[config.mk]
export PLATFORM = sky130hd
export DESIGN_NAME = cmd_frame_buf
export DESIGN_NICKNAME = d
export VERILOG_FILES = /design/src/rtl/cmd_buf_pkg.sv /design/src/rtl/cmd_opc_match.sv /design/src/rtl/cmd_frame_buf.sv
export SDC_FILE = /design/constraint.sdc
export NUM_CORES = 1
export LEC_CHECK = 0
export ABC_AREA = 1
export CAP_MARGIN = 25
export CORE_ASPECT_RATIO = 1.2
export CORE_UTILIZATION = 55
export CTS_BUF_LIST = sky130_fd_sc_hd__clkbuf_8
export CTS_CLUSTER_DIAMETER = 150
export CTS_CLUSTER_SIZE = 16
export DETAILED_ROUTE_END_ITERATION = 8
export PLACE_DENSITY_LB_ADDON = 0.15
export SLEW_MARGIN = 20
export SYNTH_ARGS = -nofsm -noshare
export SYNTH_HDL_FRONTEND = slang
export SYNTH_HIERARCHICAL = 1
export SYNTH_SLANG_ARGS = --single-unit
[constraint.sdc]
create_clock -name clk_cmd -period 5.95 [get_ports clk_cmd]
set_input_delay 1.785 -clock clk_cmd [delete_from_list [all_inputs] [get_ports clk_cmd]]
set_output_delay 1.785 -clock clk_cmd [all_outputs]
set_load 0.02 [all_outputs]
[src/rtl/cmd_buf_pkg.sv]
// Shared types and tables for the serial command frame buffer: opcode values,
// command ids, payload lengths, CRC kinds, error codes and FSM states.
package cmd_buf_pkg;

  typedef enum logic [2:0] {
    ST_IDLE,
    ST_OPC,
    ST_PARAM,
    ST_DONE,
    ST_ERR
  } state_t;

  typedef enum logic [3:0] {
    ID_QUERYREP = 4'd0,
    ID_ACK      = 4'd1,
    ID_QUERY    = 4'd2,
    ID_QUERYADJ = 4'd3,
    ID_SELECT   = 4'd4,
    ID_NAK      = 4'd5,
    ID_REQ_RN   = 4'd6,
    ID_READ     = 4'd7,
    ID_WRITE    = 4'd8,
    ID_KILL     = 4'd9,
    ID_LOCK     = 4'd10,
    ID_NONE     = 4'hF
  } cmd_id_t;

  typedef enum logic [1:0] {
    CRC_NONE,
    CRC_5,
    CRC_16
  } crc_t;

  localparam logic [1:0] ERR_NONE    = 2'd0;
  localparam logic [1:0] ERR_UNKNOWN = 2'd1;
  localparam logic [1:0] ERR_SHORT   = 2'd2;
  localparam logic [1:0] ERR_LONG    = 2'd3;

  // Short opcodes carry a tag in the upper bits so they never alias 8'h00;
  // the on-air code is always the low 2 or 4 bits.
  localparam logic [7:0] OPC_QUERYREP = 8'h10;
  localparam logic [7:0] OPC_ACK      = 8'h11;
  localparam logic [7:0] OPC_QUERY    = 8'h38;
  localparam logic [7:0] OPC_QUERYADJ = 8'h39;
  localparam logic [7:0] OPC_SELECT   = 8'h3A;
  localparam logic [7:0] OPC_NAK      = 8'hC0;
  localparam logic [7:0] OPC_REQ_RN   = 8'hC1;
  localparam logic [7:0] OPC_READ     = 8'hC2;
  localparam logic [7:0] OPC_WRITE    = 8'hC3;
  localparam logic [7:0] OPC_KILL     = 8'hC4;
  localparam logic [7:0] OPC_LOCK     = 8'hC5;

  function automatic logic [7:0] opc_of(input cmd_id_t id);
    logic [7:0] v;
    case (id)
      ID_QUERYREP: v = OPC_QUERYREP;
      ID_ACK:      v = OPC_ACK;
      ID_QUERY:    v = OPC_QUERY;
      ID_QUERYADJ: v = OPC_QUERYADJ;
      ID_SELECT:   v = OPC_SELECT;
      ID_NAK:      v = OPC_NAK;
      ID_REQ_RN:   v = OPC_REQ_RN;
      ID_READ:     v = OPC_READ;
      ID_WRITE:    v = OPC_WRITE;
      ID_KILL:     v = OPC_KILL;
      ID_LOCK:     v = OPC_LOCK;
      default:     v = 8'h00;
    endcase
    return v;
  endfunction

  function automatic logic [6:0] param_len_of(input cmd_id_t id);
    logic [6:0] v;
    case (id)
      ID_QUERYREP: v = 7'd2;
      ID_ACK:      v = 7'd16;
      ID_QUERY:    v = 7'd18;
      ID_QUERYADJ: v = 7'd5;
      ID_SELECT:   v = 7'd52;
      ID_NAK:      v = 7'd0;
      ID_REQ_RN:   v = 7'd32;
      ID_READ:     v = 7'd50;
      ID_WRITE:    v = 7'd58;
      ID_KILL:     v = 7'd51;
      ID_LOCK:     v = 7'd52;
      default:     v = 7'd0;
    endcase
    return v;
  endfunction

  function automatic crc_t crc_of(input cmd_id_t id);
    crc_t v;
    case (id)
      ID_QUERY:                               v = CRC_5;
      ID_SELECT, ID_REQ_RN, ID_READ,
      ID_WRITE, ID_KILL, ID_LOCK:             v = CRC_16;
      default:                                v = CRC_NONE;
    endcase
    return v;
  endfunction

endpackage

[src/rtl/cmd_opc_match.sv]
// Combinational opcode lookup: checks the partially received opcode against
// the table entries whose length equals the current bit count.
module cmd_opc_match
  import cmd_buf_pkg::*;
#(
  parameter bit EN_WRITE = 1'b0
) (
  input  logic [7:0] opcode,
  input  logic [3:0] bit_cnt,
  output logic       hit,
  output cmd_id_t    cmd_id,
  output logic [6:0] len,
  output crc_t       crc
);

  always_comb begin
    cmd_id = ID_NONE;
    case (bit_cnt)
      4'd2: begin
        if (opcode[1:0] == OPC_QUERYREP[1:0])  cmd_id = ID_QUERYREP;
        else if (opcode[1:0] == OPC_ACK[1:0])  cmd_id = ID_ACK;
      end
      4'd4: begin
        if (opcode[3:0] == OPC_QUERY[3:0])         cmd_id = ID_QUERY;
        else if (opcode[3:0] == OPC_QUERYADJ[3:0]) cmd_id = ID_QUERYADJ;
        else if (opcode[3:0] == OPC_SELECT[3:0])   cmd_id = ID_SELECT;
      end
      4'd8: begin
        if (opcode == OPC_NAK)                     cmd_id = ID_NAK;
        else if (opcode == OPC_REQ_RN)             cmd_id = ID_REQ_RN;
        else if (opcode == OPC_READ)               cmd_id = ID_READ;
        else if (opcode == OPC_WRITE && EN_WRITE)  cmd_id = ID_WRITE;
        else if (opcode == OPC_KILL)               cmd_id = ID_KILL;
        else if (opcode == OPC_LOCK)               cmd_id = ID_LOCK;
      end
      default: cmd_id = ID_NONE;
    endcase
    hit = (cmd_id != ID_NONE);
    len = param_len_of(cmd_id);
    crc = crc_of(cmd_id);
  end

endmodule

[src/rtl/cmd_frame_buf.sv]
// Serial command frame buffer: assembles opcode and payload bits into a
// decoded packet, presents it with a valid/ack handshake and flags framing errors.
module cmd_frame_buf
  import cmd_buf_pkg::*;
#(
  parameter int PARAM_W  = 52,
  parameter int EN_WRITE = 0
) (
  input  logic               clk_cmd,
  input  logic               rst_for_new_package,
  input  logic               bits_in,
  input  logic               bit_vld,
  input  logic               sync,
  input  logic               frame_end,
  output logic [7:0]         cmd,
  output logic [3:0]         cmd_id,
  output logic [PARAM_W-1:0] param,
  output logic [6:0]         param_len,
  output logic               pkt_valid,
  input  logic               pkt_ack,
  output logic               pkt_err,
  output logic [1:0]         err_code,
  output logic               en_crc5,
  output logic               en_crc16
);

  // Write needs 58 payload bits; a narrower param bus cannot hold it.
  localparam bit WRITE_OK = (EN_WRITE != 0) && (PARAM_W >= 58);

  state_t     state, state_nxt;
  logic [6:0] opc;
  logic [3:0] opc_cnt;
  logic [6:0] cnt;
  logic [7:0] opc_nxt;
  logic [3:0] opc_cnt_nxt;
  logic [6:0] cnt_inc;
  logic       hit;
  cmd_id_t    hit_id;
  logic [6:0] hit_len;
  crc_t       hit_crc;
  logic       start_opc, shift_opc, load_cmd, shift_param, set_err;
  logic [1:0] err_nxt;

  assign opc_nxt     = {opc, bits_in};
  assign opc_cnt_nxt = opc_cnt + 4'd1;
  assign cnt_inc     = cnt + 7'd1;
  assign pkt_valid   = (state == ST_DONE);
  assign pkt_err     = (state == ST_ERR);

  cmd_opc_match #(
    .EN_WRITE(WRITE_OK)
  ) u_match (
    .opcode (opc_nxt),
    .bit_cnt(opc_cnt_nxt),
    .hit    (hit),
    .cmd_id (hit_id),
    .len    (hit_len),
    .crc    (hit_crc)
  );

  always_ff @(posedge clk_cmd or negedge rst_for_new_package) begin
    if (!rst_for_new_package) state <= ST_IDLE;
    else                      state <= state_nxt;
  end

  // A bit that completes the packet takes priority over a coincident frame_end.
  always_comb begin
    state_nxt   = state;
    start_opc   = 1'b0;
    shift_opc   = 1'b0;
    load_cmd    = 1'b0;
    shift_param = 1'b0;
    set_err     = 1'b0;
    err_nxt     = ERR_NONE;
    case (state)
      ST_IDLE: begin
        if (sync && bit_vld) begin
          start_opc = 1'b1;
          state_nxt = ST_OPC;
        end
      end
      ST_OPC: begin
        if (bit_vld) shift_opc = 1'b1;
        if (bit_vld && hit) begin
          load_cmd  = 1'b1;
          state_nxt = (hit_len == 7'd0) ? ST_DONE : ST_PARAM;
        end else if (bit_vld && opc_cnt_nxt == 4'd8) begin
          set_err   = 1'b1;
          err_nxt   = ERR_UNKNOWN;
          state_nxt = ST_ERR;
        end else if (frame_end) begin
          set_err   = 1'b1;
          err_nxt   = ERR_SHORT;
          state_nxt = ST_ERR;
        end
      end
      ST_PARAM: begin
        if (bit_vld) shift_param = 1'b1;
        if (bit_vld && cnt_inc == param_len) begin
          state_nxt = ST_DONE;
        end else if (frame_end) begin
          set_err   = 1'b1;
          err_nxt   = ERR_SHORT;
          state_nxt = ST_ERR;
        end
      end
      ST_DONE: begin
        if (pkt_ack) begin
          state_nxt = ST_IDLE;
        end else if (bit_vld) begin
          set_err   = 1'b1;
          err_nxt   = ERR_LONG;
          state_nxt = ST_ERR;
        end
      end
      ST_ERR:  state_nxt = ST_ERR;
      default: state_nxt = ST_IDLE;
    endcase
  end

  // Payload enters at bit 0 and walks up, so the first bit ends at param_len-1.
  always_ff @(posedge clk_cmd or negedge rst_for_new_package) begin
    if (!rst_for_new_package) begin
      opc       <= '0;
      opc_cnt   <= '0;
      cnt       <= '0;
      cmd       <= 8'h00;
      cmd_id    <= ID_NONE;
      param     <= '0;
      param_len <= '0;
      err_code  <= ERR_NONE;
      en_crc5   <= 1'b1;
      en_crc16  <= 1'b1;
    end else begin
      if (start_opc) begin
        opc     <= {6'd0, bits_in};
        opc_cnt <= 4'd1;
      end else if (shift_opc) begin
        opc     <= opc_nxt[6:0];
        opc_cnt <= opc_cnt_nxt;
      end
      if (load_cmd) begin
        cmd       <= opc_of(hit_id);
        cmd_id    <= hit_id;
        param_len <= hit_len;
        param     <= '0;
        cnt       <= '0;
        en_crc5   <= (hit_crc == CRC_5);
        en_crc16  <= (hit_crc == CRC_16);
      end else if (shift_param) begin
        param <= {param[PARAM_W-2:0], bits_in};
        cnt   <= cnt_inc;
      end
      if (set_err) err_code <= err_nxt;
    end
  end

endmodule

**After elaboration in Yosys (flattened, before gate mapping)**

Memory sizes are Yosys's and may differ from the RTL's. A register that Yosys moved wholly into a read port is not among the register bits.
Index checks and enable logic that the tools add are counted.
Widths: inputs -> output; s select.

- Bits in registers: 88
- ROM bits: 224
- Input bits: 7
- Output and inout port bits: 77
- Word-level logic and storage cells: 104
- Memories: 2

Memory list:

| memory | depth | bits a word | rd ports | clocked after memory_dff | wr ports | line | RTL |
|---|---|---|---|---|---|---|---|
| (no name shown) | 16 | 8 | 1 | 1 | 0 | cmd_buf_pkg.sv:55 | `case (id)` |
| (no name shown) | 16 | 6 | 1 | 0 | 0 | cmd_buf_pkg.sv:74 | `case (id)` |

- Add/subtract/negate cells: 2
- Equal/unequal tests: 29
- Mux-type cells: 49
- Reductions and logical operators: 12

Operator list:

| operator | count |
|---|---|
| $mux 52 | 2 |
| $mux 4 | 11 |
| $eq 8x8->1 const B | 5 |
| $eq 4x4->1 const B | 7 |
| $mux 7 | 4 |
| $mux 3 | 8 |
| $eq 4x3->1 const B | 4 |
| $pmux 3 s5 | 1 |
| $mux 1 | 13 |
| $mux 2 | 6 |
| $pmux 4 s3 | 1 |
| $eq 4x2->1 const B | 2 |
| $add 7x1->7 const B | 1 |
| $eq 7x7->1 | 1 |
| $logic_not 7->1 | 1 |
| $eq 3x2->1 const B | 2 |
| $pmux 2 s3 | 1 |
| $reduce_or 6->1 | 1 |
| $add 4x1->4 const B | 1 |
| $eq 2x1->1 const B | 2 |
| $logic_and 1x1->1 | 4 |
| $ne 4x4->1 const B | 1 |
| $pmux 2 s2 | 1 |
| $reduce_bool 2->1 | 2 |
| 10 further kinds | 10 |

**Longest topological paths before layout**

- Word-level depth: 12
- Depth in mapped cells: 21
- Gate-level depth less buffers: 21

**Modules after synthesis**

The synthesis kept the hierarchy.

By module, submodules not included:

| module | instances | cells each | area an instance (µm²) | seq. area each (µm²) |
|---|---|---|---|---|
| cmd_frame_buf | 1 | 456 | 4108.9 | 2359.8 |
| cmd_opc_match | 1 | 109 | 600.6 | 0.0 |

**Worst setup path after synthesis**

Ideal clock, no wire load.

- Path type: input to register
- Start: in bits_in
- End: reg param[25]
- Library setup time: 0.133 ns
- Arrival: 3.497 ns
- Data required time: 5.817 ns
- Path slack: 2.321 ns
- Stages: 15
- Path buffers: 2
- Cell sequence: inv_1 nand3_1 nand2_1 nand3_1 nor2_1 inv_1 ha_1 nand3_1 nand2_2 nor2_2 inv_2 nand2_2 buf_6 buf_4 o22ai_1

- Elaborated cells on any way between the ends: 27
- Classes of those cells: eq/ne: 10; mux: 14; reduce/logical: 3

RTL lines:

| item | line | RTL |
|---|---|---|
| start, declared | cmd_frame_buf.sv:11 | `input logic bits_in,` |
| $eq 8x8->1 | cmd_opc_match.sv:33 | `else if (opcode == OPC_KILL) cmd_id = ID_KILL;` |
| $mux 4 | cmd_opc_match.sv:33 |  |
| $mux 4 | cmd_opc_match.sv:31 | `else if (opcode == OPC_READ) cmd_id = ID_READ;` |
| $mux 4 | cmd_opc_match.sv:30 | `else if (opcode == OPC_REQ_RN) cmd_id = ID_REQ_RN;` |
| $mux 4 | cmd_opc_match.sv:29 | `if (opcode == OPC_NAK) cmd_id = ID_NAK;` |
| $pmux 4 s3 (*) | cmd_opc_match.sv:18 | `case (bit_cnt)` |
| via hit_id[1] | cmd_frame_buf.sv:38 | `cmd_id_t hit_id;` |
| $ne 4x4->1 (*) | cmd_opc_match.sv:38 | `hit = (cmd_id != ID_NONE);` |
| via hit | cmd_frame_buf.sv:37 | `logic hit;` |
| $logic_and 1x1->1 (*) | cmd_frame_buf.sv:84 | `if (bit_vld && hit) begin` |
| $mux 1 (*) | cmd_frame_buf.sv:84 |  |
| $mux 1 (*) | cmd_frame_buf.sv:75 | `case (state)` |
| $mux 52 or $reduce_bool 2->1 (tied branches) | - |  |
| end signal, assigned | cmd_frame_buf.sv:151 | `param <= {param[PARAM_W-2:0], bits_in};` |
| end, declared | cmd_frame_buf.sv:17 | `output logic [PARAM_W-1:0] param,` |

The timed path passes the listed nets; every way through them passes the cells marked *.
A chain may end at the register's enable or synchronous reset.

**Final worst setup path**

- Start: in bits_in
- End: reg param[22]

The elaborated chain is that of the path after synthesis.

==> results.txt <==
----------------------------------------------------
[Routing]
  Total Wirelength ... 9.87 mm
  Via count of the routed design ... 3949
  Count of unresolved DRC violations after routing ... 0
  Antenna viol nets, final ... 0
  Post-DR vias/cell ... 5.17
  First-pass iteration count of the detailed router ... 4
  Iteration-0 DRC count of the detailed router ... 187
  WL per Instance ... 12.9 microns

[Clocking]
  Number of instances resized during post-cts repair ... 0
  Clock tree sinks ... 94
  Count of buffers added by post-CTS timing repair for setup ... 0
  Clock latency reported for the late side of the worst-skew pair ... 0.35 ns
  Clock buffer count from CTS ... 9
  CTS tree ... built
  Hold buffers post-CTS ... 0
  Cell at the root of the clock tree ... clkbuf_8
  Clock slew at reported path FFs ... 0.09 ns
  Maximum level of the CTS H-tree ... 3
  Maximum clock path buffer count ... 2

[Finish]
  Count of antenna diodes in the layout ... 0
  Combined area of the multi-input logic cells ... 1800 sq um
  Number of nets in the final layout ... 665
  Number of filler cells placed in the layout ... 714
  Layout cells sized above 1 ... 9.38%
  Area Overhead vs Synth ... 22.6%
  Number of standard cells in the layout, taps in and fillers out ... 764
  Sequential Area ... 2360 sq um

[STA]
  Final Hold Viols ... 0
  Achievable clock frequency ... 209 MHz
  Fin. max-slew vios ... 0
  Remaining max-slew budget at the tightest pin ... 51.3%
  Sum Neg Setup Slack ... 0 ns
  Final setup fails ... 0
  Skew final ... 0.00662 ns
  Crit share post-route ... 80.4%
  RSZ-0062 raised after global routing ... no
  Final critical path time including I/O delays and setup ... 4.78 ns
  Transition time at the pin with the least slew margin ... 0.730 ns
  Fin worst setup slack ... 1.17 ns

[Placed design]
  Final weighted congestion in routability-driven placement ... 0.880
  Placement Setup Slack ... 0.823 ns
  Number of buffers inserted by port buffering ... 83
  Post-detail-place hpwl ... 7.31 mm
  Dpl cells ... 748

[Yosys]
  Cell Area, Synth ... 4710 sq um
  Syn_nets ... 585
  Post-synth EDFFs ... 0
  Fraction of synthesized area in multiplexers ... 0%
  Simple-gate area share of the yosys netlist ... 21.9%
  Synthesized instance count ... 565
  Share of flip-flops with an asynchronous set or reset after synthesis ... 100%
  Dominant combinational cell family by area after synthesis ... simple AND/OR/NAND/NOR gates
  Fraction of the yosys area taken by sequential cells ... 50.1%
  Mean post-synth cell area ... 8.34 sq um
  Top flip-flop cell by instance count after synthesis ... dfrtp_1
  Number of flip-flops and latches in the synthesized netlist ... 94
  Unique cell type count in the Yosys netlist ... 39
  Post-synthesis adder-cell area fraction ... 3.45%
  Compound-gate portion of the synthesized area ... 12.3%
  Xor-xnor portion of the synthesized cell area ... 0.372%
  Number of warnings printed during yosys synthesis ... 6

[Worst hold path]
  Hold Path Origin ... cmd_id[1]$_DFFE_PN1P_
  Worst hold path cell count ... 2
  End point of the worst hold path ... cmd_id[1]$_DFFE_PN1P_
  Hold Crit Class ... flop to flop

[Setup path]
  Worst Reg-to-Reg Cells ... 18
  Largest fanout on the critical path ... 29
  CP Capture Type ... flop
  Nature of the critical path startpoint ... primary input
  Beginning of the worst register-to-register path ... opc_cnt[0]$_DFFE_PN0P_
  Crit-path slowest cell ... clkdlybuf4s50_1
  Critical Path AT ... 4.99 ns
  Chain of cells forming the critical path ... clkdlybuf4s50_1, inv_1, nand3_1, nand2_1, nand3_1, nor2_1, inv_1, ha_1, nand3_1, nand2_2, nor2_2, buf_4, inv_2, nand2_2, buf_4, o22ai_1
  Data required, critical path ... 6.16 ns
  Crit Path Category ... primary input to flop
  Worst path max stage delay ... 0.49 ns
  Most common cell on crit path ... nand3_1
  End of the worst register-to-register path ... param[22]$_DFFE_PN0P_
  Setup slack of the worst register-to-register path ... 1.81 ns

[Global route]
  Global Route Usage Sum ... 23.5%
  Wire length of the first global-routing pass ... 16.4 mm
  GR met2 Demand/Resource ... 43.3%
  M1 GR Usage ... 27.5%
  Global routing met3 resource utilization ... 3.17%
  Layer with the highest usage after global routing ... met2
  Global route total overflow ... 0
  Number of antenna violations at the first check in global routing ... 0
  Vias in the first global route ... 3748
  Maximum number of pins on one net before global-route repair ... 62

[Power]
  Highest ir drop seen on vdd ... 0.388 mV
  Power density over cell area ... 585 nW/um^2
  Static leakage power ... 0.00273 uW

[Die]
  Floorplan core area ... 8200 sq um
  Die X-Extent ... 86.5 microns
  Number of top-level pins ... 84
  Row Count ... 36
  Initial Utilization ... 57.4%
  Total die area ... 8940 sq um
  Vert. Die Dim ... 103 microns

[Flow run]
  Total of max-cap violations ... 0

[Outcome]
  Status ... finished clean

----------------------------------------------------
-- cells in the mapped netlist, types with 3 or more instances --
master	instances	area share, %
o21ai_1	3	0.32
nand3_2	3	0.64
nor2_2	7	0.93
buf_4	6	0.96
nor3_1	3	0.32
nor2_1	30	2.4
dfrtp_1	88	47
o22ai_1	58	7.7
ha_1	13	3.5
nor2_4	4	0.96
clkbuf_1	6	0.48
buf_2	5	0.53
inv_2	7	0.56
nand3_1	41	4.4
nand2_2	8	1.1
o21ai_0	20	2.1
nand2_1	118	9.4
inv_1	110	8.8
dfstp_2	6	3.3
a21oi_1	4	0.43
-- kinds of logic after synthesis --
logic type | Yosys count
simple gates | 224
xor+xnor | 2
flops | 94
other cells | 1
buf+inv | 136
fa+ha+maj | 13
compound gates | 95
-- worst max-delay path by stage --
stage | from | endpoint | cells after the start
global route | bits_in | param[22]$_DFFE_PN0P_ | 15
CTS | bits_in | param[22]$_DFFE_PN0P_ | 15
finish | bits_in | param[22]$_DFFE_PN0P_ | 16
detailed placement | bits_in | param[22]$_DFFE_PN0P_ | 15
floorplan | bits_in | param[25]$_DFFE_PN0P_ | 15
global placement | bits_in | param[19]$_DFFE_PN0P_ | 16
-- cells in the final DEF, fill, tap and decap left out, drive strengths merged --
master         synthesis  routed
a21oi                  6       6
a22o                   2       2
a31o                   1       1
a31oi                  1       1
buf                   13       6
clkbuf                 6      10
clkdlybuf4s50          0      82
clkinvlp               0       1
conb                   1       1
dfrtp                 88      88
dfstp                  6       6
ha                    13      13
inv                  117     122
nand2                127     127
nand3                 44      44
nand3b                 2       2
nand4                  3       3
nor2                  41      41
nor3                   4       4
nor3b                  1       1
o2111ai                2       2
o211ai                 1       1
o21ai                 23      23
o22ai                 58      58
o31ai                  1       1
or2                    1       1
or3                    1       1
xnor2                  1       1
xor2                   1       1
-- layout make-up --
cell class                 count  share of cell area [%]
sequential                    94                    40.9
multi-input combinational    335                    31.1
timing repair buffer          88                    15.0
inverter                     117                    7.61
tap                          114                    2.47
clock buffer                  10                    2.38
clock inverter                 6                   0.542
-- stage by stage --
step	util (%)	hold slack, ns	cell area, sq um	total power, uW
global route	70.4	0.484	5770	3660
CTS	70.4	0.468	5770	3390
floorplan	-	0.453	4710	2370
global placement	68.3	0.458	5600	2960
finish	70.4	0.465	5770	3370
detailed placement	68.3	0.454	5600	3020
-- registers in the layout (all words and copies together), names as in the netlist --
name,flops
cmd,6
en_crc16,1
en_crc5,1
state,3
opc_cnt,4
cnt,7
err_code,2
param_len,7
param,52
opc,7
cmd_id,4
-- layer usage --
| layer | wire length (microns) | share of wire [%] |
|---|---|---|
| met1 | 4240 | 43 |
| met2 | 5140 | 52 |
| met3 | 315 | 3.2 |
| met4 | 174 | 1.8 |
| met5 | 0 | 0 |
-- report_power, final --
part | internal [uW] | total (uW) | leakage [uW] | switching (uW)
Clock | 159 | 367 | 0.0000979 | 208
Sequential | 898 | 1080 | 0.00126 | 177
Combinational | 769 | 1930 | 0.00138 | 1160
Total | 1830 | 3370 | 0.00273 | 1550
-- worst max-delay path: cells and delay by family --
family	cells	cell delay (ns)
buffers and inverters	6	1.56
adders and majority gates	1	0.28
and+or+nand+nor	8	1.26
AOI/OAI and AO/OA	1	0.10
No activity file was read; power rests on OpenSTA's default activity.
